--- src/rtl/risc_seq.sv ---
// Multi-cycle instruction sequencer: FETCH/DECODE/EXEC[/MEM] per instruction, 16-word program space.
// Optional single-step mode (PAUSE state and step input) is enabled by defining RISC_SEQ_SINGLE_STEP_EN.
module risc_seq (
  input  logic        clk,
  input  logic        rst_n,
  input  logic        start,
  input  logic        stop,
`ifdef RISC_SEQ_SINGLE_STEP_EN
  input  logic        step,
`endif
  output logic [3:0]  imaddr,
  input  logic [15:0] imdata,
  output logic [3:0]  opcode,
  output logic [2:0]  dstin,
  output logic [2:0]  opnda_addr,
  output logic [2:0]  opndb_addr,
  output logic [3:0]  dmaddrin,
  output logic        busy,
  output logic        done,
  output logic [7:0]  retired
);

  typedef enum logic [2:0] {
    IDLE   = 3'd0,
    FETCH  = 3'd1,
    DECODE = 3'd2,
    EXEC   = 3'd3,
    MEM    = 3'd4
`ifdef RISC_SEQ_SINGLE_STEP_EN
    , PAUSE = 3'd5
`endif
  } state_t;

  state_t      state_r;
  logic [3:0]  pc_r;
  logic [15:0] ir_r;
  logic [3:0]  opcode_r;
  logic        busy_r;
  logic        done_r;
  logic        stop_pend_r;
  logic [7:0]  retired_r;
  logic        is_mem_s;
  logic        boundary_s;
  logic        halt_s;
  logic        unused_rsvd_s;

  function automatic logic [7:0] sat_inc8(input logic [7:0] v);
    if (v == 8'hFF) sat_inc8 = 8'hFF;
    else            sat_inc8 = v + 8'd1;
  endfunction

  // Instruction boundary detection and halt decision
  always_comb begin
    is_mem_s   = (ir_r[15:13] == 3'b111);
    boundary_s = 1'b0;
    if (state_r == MEM)       boundary_s = 1'b1;
    else if (state_r == EXEC) boundary_s = !is_mem_s;
    else                      boundary_s = 1'b0;
    halt_s = stop_pend_r | stop | (pc_r == 4'hF);
  end

  // Sequencer FSM with registered outputs
  always_ff @(posedge clk or negedge rst_n) begin
    if (!rst_n) begin
      state_r     <= IDLE;
      pc_r        <= 4'h0;
      ir_r        <= 16'h0000;
      opcode_r    <= 4'h0;
      busy_r      <= 1'b0;
      done_r      <= 1'b0;
      stop_pend_r <= 1'b0;
      retired_r   <= 8'h00;
    end else begin
      done_r <= 1'b0;
      if ((state_r != IDLE) && stop) stop_pend_r <= 1'b1;
      case (state_r)
        IDLE: begin
          if (start && !stop) begin
            state_r   <= FETCH;
            busy_r    <= 1'b1;
            pc_r      <= 4'h0;
            retired_r <= 8'h00;
          end
        end
        FETCH:  state_r <= DECODE;
        DECODE: begin
          // Opcode is loaded straight from imdata so it is valid throughout EXEC
          ir_r     <= imdata;
          opcode_r <= imdata[15:12];
          state_r  <= EXEC;
        end
        EXEC: begin
          if (is_mem_s) state_r <= MEM;
        end
        MEM: state_r <= MEM;
`ifdef RISC_SEQ_SINGLE_STEP_EN
        PAUSE: begin
          if (stop) begin
            state_r     <= IDLE;
            busy_r      <= 1'b0;
            done_r      <= 1'b1;
            stop_pend_r <= 1'b0;
          end else if (step) begin
            state_r <= FETCH;
          end
        end
`endif
        default: begin
          state_r <= IDLE;
          busy_r  <= 1'b0;
        end
      endcase
      if (boundary_s) begin
        retired_r <= sat_inc8(retired_r);
        pc_r      <= pc_r + 4'h1;
        opcode_r  <= 4'h0;
        if (halt_s) begin
          state_r     <= IDLE;
          busy_r      <= 1'b0;
          done_r      <= 1'b1;
          stop_pend_r <= 1'b0;
        end else begin
`ifdef RISC_SEQ_SINGLE_STEP_EN
          state_r <= PAUSE;
`else
          state_r <= FETCH;
`endif
        end
      end
    end
  end

  // Address fields come straight from ir, which holds until the next DECODE
  assign imaddr        = pc_r;
  assign opcode        = opcode_r;
  assign dstin         = ir_r[11:9];
  assign opnda_addr    = ir_r[11:9];
  assign opndb_addr    = ir_r[8:6];
  assign dmaddrin      = ir_r[3:0];
  assign busy          = busy_r;
  assign done          = done_r;
  assign retired       = retired_r;
  assign unused_rsvd_s = ^ir_r[5:4];

endmodule

--- config.mk ---
export PLATFORM = sky130hd
export DESIGN_NAME = risc_seq
export DESIGN_NICKNAME = d
export VERILOG_FILES = /design/src/rtl/risc_seq.sv
export SDC_FILE = /design/constraint.sdc
export NUM_CORES = 1
export LEC_CHECK = 0
export CORE_MARGIN = 2
export CORE_UTILIZATION = 30
export DETAILED_ROUTE_END_ITERATION = 10
export SYNTH_ARGS = -nofsm -noshare
export SYNTH_HDL_FRONTEND = slang
export SYNTH_SLANG_ARGS = --single-unit
--- constraint.sdc ---
create_clock -name clk -period 2.4 [get_ports clk]
set_clock_uncertainty 0.05 [all_clocks]
set_input_delay 0.72 -clock clk [delete_from_list [all_inputs] [get_ports clk]]
set_output_delay 0.72 -clock clk [all_outputs]
set_load 0.01 [all_outputs]
==> results.py <==
metrics = {
    "worst_hold_path": {
        "worstHoldPathType": "in2async",
    },
    "floorplanning": {
        "coreArea_um2": 5440,
        "die_width_um": 78.8,
        "die-area_um2": 6210,
        "rows": 27,
        "initial_core_util_pct": 30.9,
        "die_h_um": 78.8,
        "num_io_pins": 51,
    },
    "critical_path": {
        "path_class": "reg2out",
        "critPathLaunchType": "flop",
        "critPathArrivalTime_ps": 1300,
        "required_ps": 1630,
        "critPathSlowestCell": "clkdlybuf4s50_1",
        "path_buf_inv": 1,
        "crit_path_max_incr_delay_ps": 570,
        "path_delay_family": "buffers and inverters",
        "cp_max_fo": 6,
        "crit_chain": "clkdlybuf4s50_1",
        "cp-end-kind": "primary output",
    },
    "routing": {
        "ant_nets": 0,
        "wirelength_um": 3520,
        "avgRoutedWirePerCell_um": 11.8,
        "drc": 0,
        "firstDrtPassIters": 4,
        "drt_iter0_markers": 74,
        "vias": 1338,
        "vias_per_cell": 4.51,
    },
    "global_route": {
        "first_global_vias": 1259,
        "antenna_found_initial": 0,
        "grt_usage_pct": 12.4,
        "grt_max_degree": 36,
        "grt_first_pass_wirelength_um": 6000,
        "grt_overflow": 0,
    },
    "status": {
        "status": "completed",
    },
    "timing": {
        "fin_crit_ps": 2070,
        "hold_viol_final": 0,
        "setup_viol": 0,
        "tns_ps": 0,
        "rsz0062_at_grt": "false",
        "hold_slack_ps": 409,
        "maxSlewViolCount": 0,
        "relSlewSlack_pct": 59.6,
        "min_period_over_period_pct": 86.1,
        "fmax_ghz": 0.484,
        "worst_slew_pin_slew_ps": 606,
    },
    "yosys": {
        "syn_nets": 206,
        "synth.ff_latch_count": 35,
        "yosysSeqAreaShare_pct": 52.2,
        "synth.distinct_cells": 32,
        "yosysWarnings": 0,
        "synth_top_area_share_pct": 52.2,
        "ys_top_cells_by_area": "dfrtp_1 (52%), nand2_1 (11%), buf_4 (6.3%)",
        "synth_area_um2": 1680,
        "synth_area_per_cell_um2": 9.13,
        "synthCells": 184,
        "yosys.area.top_type": "dfrtp_1",
    },
    "layout": {
        "fillers": 529,
        "diodes": 0,
        "layout.cells.non_filler": 297,
        "area_growth_pct": 32.6,
        "drive_above_1_share_pct": 8.44,
        "final_nets": 246,
    },
    "clock_network": {
        "path_clk_slew_ps": 70,
        "cts_htree_levels": 2,
        "post_cts_buffers": 0,
        "cts_hold_buf": 0,
        "ctsResizeCount": 0,
        "clk_latency_ps": 290,
        "cts_sinks": 35,
        "clock_path_buffers": 2,
        "cts_tree": "built",
        "clock-root-buffer": "clkbuf_8",
        "cts_buffers": 5,
    },
    "placed_design": {
        "numPlacedInstances": 289,
        "dp_hpwl_um": 2450,
        "gp_congestion": 0.811,
        "numPortBuffers": 48,
    },
    "power_and_ir_drop": {
        "ir_worst_vdd_v": 0.000493,
        "powerDensity_nw_per_um2": 1280,
        "design_power_total_uw": 2850,
        "p_leak_uw": 0.000984,
    },
    "flow_run": {
        "maxCapViolCount": 0,
    },
}
[routing by layer]
metal	vias up	global-route usage (%)	share of wire (%)
li1	688	-	-
met1	612	17.0	48
met2	32	17.9	45
met3	6	3.75	4.3
met4	0	5.86	1.8
met5	-	0	0
[synthesized netlist by cell type]
cell,instances
a21oi_1,12
inv_1,3
a311oi_1,2
nand3b_1,3
o21a_4,1
o221a_2,1
a211oi_1,1
ha_1,2
nand4_1,1
or3b_4,1
nand2_1,48
buf_6,2
nor2_1,11
nor3_1,7
buf_2,2
clkbuf_1,3
and3_1,1
o21ai_2,1
or3_1,3
buf_4,14
a31oi_1,4
nor4_1,3
nand2b_1,2
xnor2_1,1
and2_1,1
or2_2,1
o21ai_0,4
o21bai_1,1
and2b_1,1
and4_1,1
dfrtp_1,35
nand3_1,11
[layout by cell type (no fill, tap or decap), drive strengths merged, types with 2 or more instances in the layout]
cell / instances
a31oi: 4
nand3: 11
o21ai: 5
buf: 7
nand3b: 3
nor2: 11
inv: 3
nand2: 48
clkdlybuf4s50: 47
a21oi: 12
dfrtp: 35
ha: 2
clkbuf: 6
nand2b: 2
or3: 3
nor4: 3
a311oi: 2
nor3: 7
[flip-flops by register name, indices dropped and copies added (netlist names)]
name         count
state_r          3
done             1
stop_pend_r      1
ir_r            13
busy             1
imaddr           4
retired          8
opcode           4
[path summary, 6_finish.rpt]
kind	slack [ps]	to	depth (start not counted)	startpoint
max	330	retired[3]	1	retired[3]$_DFFE_PN0P_
min	410	retired[4]$_DFFE_PN0P_	2	rst_n
max reg2reg	640	retired[2]$_DFFE_PN0P_	6	state_r[0]$_DFFE_PN0P_
min reg2reg	430	ir_r[6]$_DFFE_PN0N_	2	ir_r[6]$_DFFE_PN0N_
max in group asynchronous	1580	imaddr[2]$_DFFE_PN0P_	2	rst_n
min in group clk	430	ir_r[6]$_DFFE_PN0N_	2	ir_r[6]$_DFFE_PN0N_
[report_power, final]
group / switching [uW] / total, uW / internal (uW)
Clock: 211 / 413 / 203
Sequential: 231 / 1090 / 858
Combinational: 648 / 1350 / 700
Total: 1090 / 2850 / 1760
[area by class of cell]
cell class	count	area [um^2]	share of cell area, %
clock inverter	2	12.5	0.562
multi-input combinational	125	643	28.9
tap	72	90.1	4.05
timing repair buffer	54	520	23.4
sequential	35	876	39.3
inverter	3	11.3	0.506
clock buffer	6	72.6	3.26
[per-stage QoR]
| step | util (%) | cell area [um^2] | setup WS [ps] |
|---|---|---|---|
| final | 40.9 | 2230 | 333 |
| after global routing | 40.9 | 2230 | 270 |
| after CTS | 40.9 | 2230 | 319 |
| after detailed placement | 39.4 | 2140 | 118 |
| after global placement | 39.4 | 2140 | 118 |
| after floorplan | - | 1680 | 564 |
[cell families (layout without fill, tap and decap cells)]
logic type / after synthesis / after routing / synth area share [%]
buf+inv: 24 / 65 / 9.54
fa+ha+maj: 2 / 2 / 1.49
flops: 35 / 35 / 52.2
xor+xnor: 1 / 1 / 0.522
simple gates: 95 / 95 / 26.0
compound gates: 27 / 27 / 10.3
Note: power is estimated with default switching activity, not from simulation.
